--- src/rtl/div_issue_ctrl.sv ---
// Sequencer between EX and the shared multi-cycle divider: latches a div/mod
// request, pulses the divider start, stalls EX and returns quotient or remainder.
module div_issue_ctrl #(
  parameter int unsigned TIMEOUT = 40
) (
  input  logic        clk,
  input  logic        resetn,
  input  logic        es_div_req,
  input  logic        es_div_signed,
  input  logic        es_div_mod,
  input  logic [31:0] es_src1,
  input  logic [31:0] es_src2,
  input  logic        es_flush,
  input  logic        ms_allowin,
  output logic        es_div_stall,
  output logic        es_div_done,
  output logic [31:0] es_div_result,
  output logic        dvr_en,
  output logic        dvr_signed,
  output logic [31:0] dvr_src1,
  output logic [31:0] dvr_src2,
  input  logic        dvr_valid,
  input  logic [31:0] dvr_quot,
  input  logic [31:0] dvr_rem,
  output logic        dvr_timeout
);

  localparam int unsigned DW  = 32;
  localparam int unsigned WDW = 6;
  localparam logic [WDW-1:0] WD_LAST = WDW'(TIMEOUT - 1);

  typedef enum logic [2:0] {
    S_IDLE  = 3'd0,
    S_ISSUE = 3'd1,
    S_WAIT  = 3'd2,
    S_DONE  = 3'd3,
    S_DRAIN = 3'd4
  } state_t;

  state_t          state_q, state_d;
  logic            mod_q, mod_d;
  logic            done_q, done_d;
  logic            en_d, signed_d, timeout_d;
  logic [DW-1:0]   src1_d, src2_d, result_d;
  logic [WDW-1:0]  wd_cnt, wd_d;

  // Stall depends on the live request so EX holds in the same cycle it is seen.
  assign es_div_stall = ((state_q == S_IDLE) && es_div_req && !es_flush) ||
                        (state_q == S_ISSUE) || (state_q == S_WAIT) ||
                        ((state_q == S_DRAIN) && es_div_req);

  // A flushed instruction must never be reported as completed.
  assign es_div_done = done_q && !es_flush;

  // Next-state and next-output logic.
  always_comb begin
    state_d   = state_q;
    mod_d     = mod_q;
    done_d    = 1'b0;
    en_d      = 1'b0;
    signed_d  = dvr_signed;
    timeout_d = dvr_timeout;
    src1_d    = dvr_src1;
    src2_d    = dvr_src2;
    result_d  = es_div_result;
    wd_d      = wd_cnt;

    case (state_q)
      S_IDLE: begin
        if (es_div_req && !es_flush) begin
          if (es_src2 != '0) begin
            src1_d   = es_src1;
            src2_d   = es_src2;
            signed_d = es_div_signed;
            mod_d    = es_div_mod;
            en_d     = 1'b1;
            wd_d     = '0;
            state_d  = S_ISSUE;
          end else begin
            result_d = es_div_mod ? es_src1 : '0;
            done_d   = 1'b1;
            state_d  = S_DONE;
          end
        end
      end

      S_ISSUE: begin
        wd_d    = wd_cnt + WDW'(1);
        state_d = es_flush ? S_DRAIN : S_WAIT;
      end

      S_WAIT: begin
        wd_d = wd_cnt + WDW'(1);
        if (dvr_valid) begin
          if (es_flush) begin
            state_d = S_IDLE;
          end else begin
            result_d = mod_q ? dvr_rem : dvr_quot;
            done_d   = 1'b1;
            state_d  = S_DONE;
          end
        end else if (wd_cnt == WD_LAST) begin
          timeout_d = 1'b1;
          if (es_flush) begin
            state_d = S_IDLE;
          end else begin
            result_d = '0;
            done_d   = 1'b1;
            state_d  = S_DONE;
          end
        end else if (es_flush) begin
          state_d = S_DRAIN;
        end
      end

      // The divider cannot abort: wait out its result and drop it.
      S_DRAIN: begin
        wd_d = wd_cnt + WDW'(1);
        if (dvr_valid) begin
          state_d = S_IDLE;
        end else if (wd_cnt == WD_LAST) begin
          timeout_d = 1'b1;
          state_d   = S_IDLE;
        end
      end

      S_DONE: begin
        if (es_flush || ms_allowin) begin
          state_d = S_IDLE;
        end else begin
          done_d = 1'b1;
        end
      end

      default: state_d = S_IDLE;
    endcase
  end

  // State and registered outputs.
  always_ff @(posedge clk or negedge resetn) begin
    if (!resetn) begin
      state_q       <= S_IDLE;
      mod_q         <= 1'b0;
      done_q        <= 1'b0;
      dvr_en        <= 1'b0;
      dvr_signed    <= 1'b0;
      dvr_timeout   <= 1'b0;
      dvr_src1      <= '0;
      dvr_src2      <= '0;
      es_div_result <= '0;
      wd_cnt        <= '0;
    end else begin
      state_q       <= state_d;
      mod_q         <= mod_d;
      done_q        <= done_d;
      dvr_en        <= en_d;
      dvr_signed    <= signed_d;
      dvr_timeout   <= timeout_d;
      dvr_src1      <= src1_d;
      dvr_src2      <= src2_d;
      es_div_result <= result_d;
      wd_cnt        <= wd_d;
    end
  end

endmodule
--- config.mk ---
export PLATFORM = sky130hd
export DESIGN_NAME = div_issue_ctrl
export DESIGN_NICKNAME = d
export VERILOG_FILES = /design/src/rtl/div_issue_ctrl.sv
export SDC_FILE = /design/constraint.sdc
export NUM_CORES = 1
export LEC_CHECK = 0
export ABC_AREA = 1
export CORE_MARGIN = 2
export CORE_UTILIZATION = 37
export CTS_BUF_LIST = sky130_fd_sc_hd__clkbuf_8 sky130_fd_sc_hd__clkbuf_16
export DETAILED_ROUTE_END_ITERATION = 10
export PLACE_DENSITY_LB_ADDON = 0.2
export SLEW_MARGIN = 20
export SYNTH_ARGS = -nofsm -noshare
export SYNTH_HDL_FRONTEND = slang
export SYNTH_SLANG_ARGS = --single-unit
--- constraint.sdc ---
create_clock -name clk -period 1.6 [get_ports clk]
set_input_delay 0.24 -clock clk [delete_from_list [all_inputs] [get_ports clk]]
set_output_delay 0.24 -clock clk [all_outputs]
set_load 0.1 [all_outputs]
==> metrics.yaml, run 1 <==
result_of_the_run: "finished, violations left"
failed_checks: "negative hold slack, negative setup slack"
drt_iter0_drc: 285
timing.slew.headroom: 0.573
drive_gt1_frac: 0.309
globalplace.congestion: 0.882
critical_path.endpoint_type: "output port"
synthesis.area_sq_um: 5460
met3_wirelength_microns: 1760
cts.sink_count: 110
die_width_microns: 126
synth_edf_count: 0
clock_tree_from_tritoncts: "yes"
synth.top_cell.area_share: 0.504
ioPinCount: 237
slowest_cell_on_crit_path: "dfrtp_1"
ys_async_sr_fraction: 1.00
clock_tree.root_cell: "clkbuf_16"
first_global_vias: 5672
globalRoute.totalOverflow: 0
final_antenna_net_count: 0
cp_max_fo: 2
hold_buffers: 0
grt_setup_unrepaired: "true"
top_layer_used: "met4"
synth.cells.most_frequent: "192 x nand2_1, 110 x dfrtp_1, 59 x o21ai_0, 45 x inv_1, 35 x nand2_2"
setup_viol: 33
port_buffers: 236
cp_startpoint_kind: "flip-flop"
area_growth_syn_to_layout_pct: 83.2
final-hold-violation-count: 47
compound_cell_area_share_of_the_yosys_netlist: 0.113
vias_per_cell: 5.07
yosys.area_share.adder: 0.00229
clk_latency_ns: 0.34
crit_chain: "buf_6 -> nor3_4 -> inv_2 -> nand2_4 -> a21oi_2 -> nand2_2 -> buf_12"
worst-r2r-cell-count: 10
report.final.slew_viol_count: 0
synth-simple-area-share: 0.298
synth_seq_cells: 110
maxCapViolCount: 0
cts_htree_levels: 3
synth_cell_type_count: 32
synth-main-ff-cell: "dfrtp_1"
finish.instance_area_sq_um: 10000
synth_top_cell_by_area: "dfrtp_1"
nets: 1060
crit_arrival_ns: 1.54
detailedRoute.firstPassIterationCount: 5
final.hold.worst_slack_ns: -0.0574
route.vias.total: 5643
min_cycle_time_layout_ns: 1.78
crit_path_start: "state_q[2]"
synth_top_family_by_area: "simple AND/OR/NAND/NOR gates"
grt_start_max_net_pins: 111
initial_utilization: 0.377
routedWlPerCell_microns: 17.0
r2r_start: "state_q[0]"
cell_with_the_most_instances_after_synthesis: "nand2_1"
crit-reg2reg-capture: "es_div_result[19]"
drc: 0
hpwl_microns: 13500
antennaDiodeCount: 0
cts.clk_slew.worst_paths_ns: 0.07
route.final.wire_length_microns: 18900
antenna_found_initial: 0
grt.total_usage: 0.228
post_synth_main_area_contributors: "dfrtp_1 50%, nand2_1 13%, o21ai_0 5.4%, nand2_2 4.0%, nand4_1 3.8%"
max-clock-path-buffers: 2
row_count: 44
period_share: 1.11
core_area_sq_um: 14500
skew_ns: 0.00811
worstSetupPathType: "reg -> out"
chipHeight_microns: 126
delay_of_the_slowest_cell_on_the_worst_path_ns: 0.40
synth.net_count: 792
dpl_cell_area_sq_um: 9240
post_synthesis_share_of_cell_area_spent_on_xor_and_xnor_gates: 0.00641
synth_mux_area_frac: 0
fin_tns_setup_ns: -1.44
met2WireLength_microns: 9530
worst_pin_slew_ns: 0.641
r2r_setup_slk_ns: -0.08
fmax_mhz: 561
crit_required_ns: 1.36
post_synth.cell_area_avg_sq_um: 8.34
holdCritPathClass: "in -> async"
wl_met1_microns: 7330
yosysWarnings: 0
first_pass_grt_wire_length_microns: 28900
cts_inserted_buffers: 9
timing.final.ws_setup_ns: -0.182
die_area_sq_um: 15800
synth_sequential_area_ratio: 0.504
synthCells: 655
==> what timing repair did <==
item,4_1_cts,5_1_grt
gates resized for setup,31,26
setup buffers,4,6
endpoints found under the setup margin,56,96
pin swaps,6,4
cloned,0,7
==> metrics by stage <==
step	util	hold slack, ns	worst slack, ns	instances
CTS	0.672	0.00570	-0.163	1099
finish	0.691	-0.0574	-0.182	1112
floorplan	-	-0.0556	0.0513	655
global placement	0.638	0.367	-0.357	1079
global route	0.691	0.0215	-0.254	1112
detailed placement	0.638	0.376	-0.398	1079
==> worst max-delay path, delay by kind of cell, from the launching register on <==
family / cells / cell delay [ns]
flip-flops: 1 / 0.40
buffers and inverters: 3 / 0.38
AND/OR/NAND/NOR: 3 / 0.37
AO/OA/AOI/OAI: 1 / 0.04
==> routing by layer <==
| metal | vias to the layer above | global-route usage |
|---|---|---|
| li1 | 2678 | - |
| met3 | 22 | 0.0787 |
| met4 | 0 | 0.0634 |
| met2 | 245 | 0.392 |
| met5 | - | 0 |
| met1 | 2698 | 0.271 |
==> cell usage in the layout, fill, tap and decap left out, drive strengths merged <==
cell type | netlist | final
nand3 | 17 | 17
clkinvlp | 0 | 2
ha | 1 | 1
nor3 | 3 | 3
buf | 24 | 156
or2 | 32 | 32
xnor2 | 4 | 4
nand2 | 227 | 227
dfrtp | 110 | 110
clkdlybuf4s50 | 0 | 127
o22ai | 32 | 32
dlymetal6s2s | 0 | 7
nand4 | 34 | 34
o211ai | 1 | 1
inv | 49 | 51
a21oi | 2 | 2
nand3b | 1 | 1
bufinv | 0 | 1
clkbuf | 14 | 16
o21ai | 74 | 74
o21bai | 1 | 1
nor2 | 29 | 29
==> worst max path at each step <==
stage,to
floorplan,es_div_stall
global placement,mod_q
detailed placement,dvr_src2[22]
CTS,es_div_stall
global route,es_div_stall
finish,es_div_stall
==> cells by family (layout without fill, tap and decap cells) <==
kind of cell	count (synthesis)	after routing
fa+ha+maj	1	1
xor+xnor	4	4
buf+inv	87	360
compound gates	110	110
simple gates	343	343
flops	110	110
==> area by class of cell <==
cell class / instances / area (sq um)
Fill cell: 1077 / 4470
Inverter: 49 / 189
Clock inverter: 5 / 57.6
Timing Repair Buffer: 295 / 4070
Clock buffer: 11 / 253
Sequential cell: 110 / 2750
Tap cell: 184 / 230
Multi-Input combinational cell: 458 / 2450
==> state kept, by name, summed over array words and instances, names as in the netlist <==
register,count
dvr_src1,32
state_q,3
wd_cnt,6
dvr_timeout,1
dvr_src2,32
dvr_en,1
es_div_result,32
done_q,1
mod_q,1
dvr_signed,1
Power of run 1 is left out: the tool's default activity adds up to more than one toggle a clock period on the data nets, which glitch-free logic cannot reach.
==> run 2: changes to the inputs <==
--- a/config.mk
+++ b/config.mk
@@ -10,6 +10,7 @@
 export CORE_UTILIZATION = 37
 export CTS_BUF_LIST = sky130_fd_sc_hd__clkbuf_8 sky130_fd_sc_hd__clkbuf_16
 export DETAILED_ROUTE_END_ITERATION = 10
+export GPL_TIMING_DRIVEN = 0
 export PLACE_DENSITY_LB_ADDON = 0.2
 export SLEW_MARGIN = 20
 export SYNTH_ARGS = -nofsm -noshare
==> metrics.yaml, run 2 (synthesized netlist as in run 1, its figures left out) <==
die_width_microns: 126  # unchanged
worst_pin_slew_ns: 0.581  # was 0.641 ns
cts_htree_levels: 3  # unchanged
r2r_setup_slk_ns: -0.04  # was -0.08 ns
min_cycle_time_layout_ns: 1.76  # was 1.78 ns
failed_checks: "negative setup slack"  # was negative hold slack, negative setup slack
layout.cells.most_common: "nand2_1"  # unchanged
crit-reg2reg-capture: "es_div_result[12]"  # was es_div_result[19]
crit_path_start: "state_q[0]"  # was state_q[2]
cp_max_fo: 3  # was 2
holdPathStages: 3
row_count: 44  # unchanged
drc: 0  # unchanged
report.final.slew_viol_count: 0  # unchanged
top_layer_used: "met4"  # unchanged
skew_ns: 0.0116  # was 0.00811 ns
route.final.wire_length_microns: 18100  # was 18900 microns
dp.cells: 1076  # was 1079
crit_required_ns: 1.36  # about the same
timing.final.ws_setup_ns: -0.155  # was -0.182 ns
nets: 1067  # was 1060
fin_tns_setup_ns: -0.769  # was -1.44 ns
fmax_mhz: 570  # was 561 MHz
routedWlPerCell_microns: 16.1  # was 17.0 microns
vias_per_cell: 4.90  # was 5.07
crit_arrival_ns: 1.52  # was 1.54 ns
port_buffers: 236  # unchanged
core_area_sq_um: 14500  # unchanged
final-instance-count-excl-fill: 1119  # was 1112
biggestRegsByFlops: "dvr_src1 (32), dvr_src2 (32), es_div_result (32)"  # unchanged
holdCritPathClass: "in -> reg"  # was in -> async
cts.sink_count: 110  # unchanged
antenna_found_initial: 1  # was 0
chipHeight_microns: 126  # unchanged
cts_inserted_buffers: 9  # unchanged
final-seq-area_sq_um: 2760  # was 2750 sq um
grt_setup_unrepaired: "true"  # unchanged
timing.slew.headroom: 0.614  # was 0.573
area_growth_syn_to_layout_pct: 69.5  # was 83.2%
ioPinCount: 237  # unchanged
cts.clk_slew.worst_paths_ns: 0.08  # was 0.07 ns
place_ws_ns: -1.20  # was -0.398 ns
grt_start_max_net_pins: 65  # was 111
min-delay-start: "es_src2[23]"
period_share: 1.10  # was 1.11
globalplace.congestion: 0.838  # was 0.882
route.vias.total: 5479  # was 5643
drive_gt1_frac: 0.317  # was 0.309
critical_path.endpoint_type: "output port"  # unchanged
clk_latency_ns: 0.35  # was 0.34 ns
met3_wirelength_microns: 1610  # was 1760 microns
multi_input_comb_area_sq_um: 2510  # was 2450 sq um
r2r_start: "wd_cnt[1]"  # was state_q[0]
max-clock-path-buffers: 2  # unchanged
layout_common_cells: "181 x nand2_1, 115 x clkdlybuf4s50_1, 106 x dfrtp_1"  # was 189 x nand2_1, 127 x clkdlybuf4s50_1, 111 x buf_12
final_antenna_net_count: 0  # unchanged
maxCapViolCount: 0  # unchanged
nFillCells: 1249  # was 1077
initial_utilization: 0.377  # unchanged
drt_iter0_drc: 231  # was 285
globalRoute.totalOverflow: 0  # unchanged
first_pass_grt_wire_length_microns: 28500  # was 28900 microns
detailedRoute.firstPassIterationCount: 5  # unchanged
hpwl_microns: 13000  # was 13500 microns
whs_endpoint: "dvr_src2[23]"
grt.total_usage: 0.226  # was 0.228
wl_met1_microns: 7700  # was 7330 microns
die_area_sq_um: 15800  # unchanged
clock_tree_from_tritoncts: "yes"  # unchanged
first_global_vias: 5464  # was 5672
worst-r2r-cell-count: 8  # was 10
cp_startpoint_kind: "flip-flop"  # unchanged
clock_tree.root_cell: "clkbuf_16"  # unchanged
final-hold-violation-count: 0  # was 47
met2WireLength_microns: 8350  # was 9530 microns
result_of_the_run: "finished, violations left"  # unchanged
worstSetupPathType: "reg -> out"  # unchanged
setup_viol: 30  # was 33
-- run 2: cell types whose count changed in the layout (fill, tap and decap cells not counted), moves of 5 or more --
cell             delta
clkdlybuf4s15_2    +95
o22ai_2            -12
o22ai_1            +12
nand2_1             -8
dlymetal6s2s_1     +11
nor2_1              -5
clkdlybuf4s50_1    -12
clkbuf_4            +7
buf_4              -21
buf_2               +5
buf_6               +7
nand2_4            +10
clkbuf_2            +8
buf_12            -104
-- run 2: metal layers --
layer / global-route usage / vias up
li1: - / 2689
met1: 0.300 / 2567
met4: 0.0784 / 0
met3: 0.0689 / 29
met2: 0.351 / 194
met5: 0 / -
-- run 2: cell type report --
class                           instances  area share
Clock inverter                          5     0.00878
Inverter                               49      0.0204
Multi-Input combinational cell        458       0.271
Clock buffer                           10      0.0258
Timing Repair Buffer                  265       0.315
Tap cell                              184      0.0249
Buffer                                 37      0.0361
Antenna cell                            1    0.000270
Sequential cell                       110       0.298
-- run 2: worst max-delay path by stage --
stage | slack [ns] | endpoint | cells after the start
floorplan | 0.05 | es_div_stall | 3
global placement | -4.15 | dvr_src1[2] | 1
detailed placement | -1.20 | es_div_stall | 7
CTS | -0.18 | es_div_result[30] | 9
global route | -0.21 | es_div_stall | 7
finish | -0.16 | es_div_stall | 7
-- run 2: stage by stage --
step / area [sq um] / util / hold slack (ns)
floorplan: 5470 / - / -0.0556
global placement: 8060 / 0.557 / 0.454
detailed placement: 8090 / 0.559 / 0.203
CTS: 8950 / 0.618 / 0.385
global route: 9260 / 0.640 / 0.146
finish: 9260 / 0.640 / 0.126
-- run 2: timing repair --
| action | CTS | global route |
|---|---|---|
| resized for setup | 357 | 107 |
| pin swaps | 41 | 38 |
| setup endpoints to repair | 201 | 104 |
| cloned | 5 | 3 |
| setup buffers | 19 | 8 |
| hold endpoints to repair | 46 | 0 |
| hold buffers | 1 | 0 |
-- run 2: worst max-delay path, stage by stage (launching register included) --
cell and delay, ns:
dfrtp_2 0.46, inv_4 0.07, nor3_4 0.19, inv_2 0.08, nand2_4 0.07, a21oi_2 0.04, nand2_2 0.08, buf_12 0.17
Power of run 2 is left out for the same reason.
==> run 3: changes to the inputs <==
--- a/config.mk
+++ b/config.mk
@@ -10,8 +10,8 @@
 export CORE_UTILIZATION = 37
 export CTS_BUF_LIST = sky130_fd_sc_hd__clkbuf_8 sky130_fd_sc_hd__clkbuf_16
 export DETAILED_ROUTE_END_ITERATION = 10
-export GPL_TIMING_DRIVEN = 0
-export PLACE_DENSITY_LB_ADDON = 0.2
+export GPL_TIMING_DRIVEN = 1
+export PLACE_DENSITY = 0.75
 export SLEW_MARGIN = 20
 export SYNTH_ARGS = -nofsm -noshare
 export SYNTH_HDL_FRONTEND = slang
==> metrics.yaml, run 3 (synthesized netlist as in run 1, its figures left out) <==
cts.sink_count: 110  # unchanged
final.hold.worst_slack_ns: 0.127  # was 0.126 ns
route.final.wire_length_microns: 19700  # was 18100 microns
multi_input_comb_area_sq_um: 2410  # was 2510 sq um
setup_viol: 43  # was 30
row_count: 44  # unchanged
detailedRoute.firstPassIterationCount: 4  # was 5
clk_latency_ns: 0.35  # about the same
r2r_start: "state_q[2]"  # was wd_cnt[1]
nFillCells: 1083  # was 1249
initial_utilization: 0.377  # unchanged
clock_tree.root_cell: "clkbuf_16"  # unchanged
final_antenna_net_count: 0  # unchanged
drc: 0  # unchanged
layout_common_cells: "188 x nand2_1, 116 x buf_12, 107 x dfrtp_1"  # was 181 x nand2_1, 115 x clkdlybuf4s50_1, 106 x dfrtp_1
vias_per_cell: 5.03  # was 4.90
first_global_vias: 5503  # was 5464
grt.total_usage: 0.234  # was 0.226
fmax_mhz: 575  # was 570 MHz
holdCritPathClass: "in -> reg"  # unchanged
min-delay-start: "es_src2[25]"  # was es_src2[23]
hpwl_microns: 13500  # was 13000 microns
maxCapViolCount: 0  # unchanged
crit_required_ns: 1.36  # about the same
final-seq-area_sq_um: 2760  # about the same
max-clock-path-buffers: 2  # unchanged
globalRoute.totalOverflow: 0  # unchanged
area_growth_syn_to_layout_pct: 85.6  # was 69.5%
place_ws_ns: -0.347  # was -1.20 ns
layout.cells.most_common: "nand2_1"  # unchanged
skew_ns: 0.00666  # was 0.0116 ns
worstSetupPathType: "in -> out"  # was reg -> out
globalplace.congestion: 0.845  # was 0.838
grt_start_max_net_pins: 111  # was 65
cts_inserted_buffers: 9  # unchanged
antenna_found_initial: 0  # was 1
period_share: 1.09  # was 1.10
drt_iter0_drc: 329  # was 231
worst_pin_slew_ns: 0.593  # was 0.581 ns
timing.final.ws_setup_ns: -0.139  # was -0.155 ns
crit_arrival_ns: 1.50  # was 1.52 ns
final_util: 0.700  # was 0.640
report.final.slew_viol_count: 0  # unchanged
cp_startpoint_kind: "input port"  # was flip-flop
first_pass_grt_wire_length_microns: 29200  # was 28500 microns
die_width_microns: 126  # unchanged
gr-max-usage-layer: "met2"  # unchanged
critical_path.endpoint_type: "output port"  # unchanged
nets: 1056  # was 1067
clock_tree_from_tritoncts: "yes"  # unchanged
core_area_sq_um: 14500  # unchanged
drive_gt1_frac: 0.304  # was 0.317
crit_path_start: "es_div_req"  # was state_q[0]
ioPinCount: 237  # unchanged
cp_max_fo: 2  # was 3
final-hold-violation-count: 0  # unchanged
min_cycle_time_layout_ns: 1.74  # was 1.76 ns
biggestRegsByFlops: "dvr_src1 (32), dvr_src2 (32), es_div_result (32)"  # unchanged
route.vias.total: 5576  # was 5479
grt_setup_unrepaired: "true"  # unchanged
result_of_the_run: "finished, violations left"  # unchanged
die_area_sq_um: 15800  # unchanged
chipHeight_microns: 126  # unchanged
timing.slew.headroom: 0.605  # was 0.614
failed_checks: "negative setup slack"  # unchanged
routedWlPerCell_microns: 17.7  # was 16.1 microns
port_buffers: 236  # unchanged
cts.clk_slew.worst_paths_ns: 0.07  # was 0.08 ns
global_route.usage.met1: 0.289  # was 0.300
cts_htree_levels: 3  # unchanged
globalRouteMet3Util: 0.0556  # was 0.0689
grt_use_met2: 0.405  # was 0.351
-- run 3: cell types whose count changed in the layout (fill, tap and decap cells not counted), sizes merged, moves of 2 or more --
| cell | change |
|---|---|
| clkbuf | -13 |
| buf | +100 |
| clkdlybuf4s15 | -95 |
| clkdlybuf4s18 | -3 |
| clkdlybuf4s50 | -12 |
| inv | +2 |
| dlymetal6s2s | +13 |
-- run 3: what timing repair did --
action | 4_1_cts | 5_1_grt
gates resized for setup | 14 | 69
hold buffers | 1 | 0
buffers inserted | 6 | 4
endpoints found under the setup margin | 4 | 100
gates cloned | 2 | 8
pin swaps | 6 | 20
endpoints found under the hold margin | 15 | 0
-- run 3: final cells by class --
| class | instances | share of cell area |
|---|---|---|
| Clock buffer | 10 | 0.0236 |
| Multi-Input combinational cell | 458 | 0.237 |
| Timing Repair Buffer | 291 | 0.419 |
| Tap cell | 184 | 0.0227 |
| Sequential cell | 110 | 0.272 |
| Clock inverter | 6 | 0.00666 |
| Antenna cell | 1 | 0.000247 |
| Inverter | 49 | 0.0181 |
-- run 3: stage by stage --
stage / std cells / instance area (sq um) / setup TNS [ns]
final: 1109 / 10100 / -1.42
after global routing: 1108 / 10100 / -7.36
after CTS: 1097 / 9720 / -1.83
after detailed placement: 1072 / 9250 / -28.86
after global placement: 1072 / 9250 / -25.83
after floorplan: 655 / 5470 / 0
-- run 3: layer usage --
layer,part of all wire,routed length [microns]
met2,0.52,10200
met5,0,0
met1,0.40,7880
met3,0.062,1220
met4,0.019,376
-- run 3: final timing paths --
check / endpoint / slack [ns] / cells past startpoint
max in group asynchronous: dvr_src1[22] / 0.64 / 3
min in group asynchronous: dvr_en / 0.52 / 3
min reg2reg: es_div_result[6] / 0.54 / 2
max reg2reg: es_div_result[15] / -0.06 / 9
min: dvr_src2[25] / 0.13 / 3
max: es_div_stall / -0.14 / 8
-- run 3: worst max-delay path, stage by stage --
cell and delay (ns):
clkdlybuf4s50_1 0.49, inv_1 0.06, nor2_2 0.17, inv_2 0.08
nor2_4 0.13, inv_2 0.06, nand2_2 0.09, buf_12 0.17
Power of run 3 is left out for the same reason.
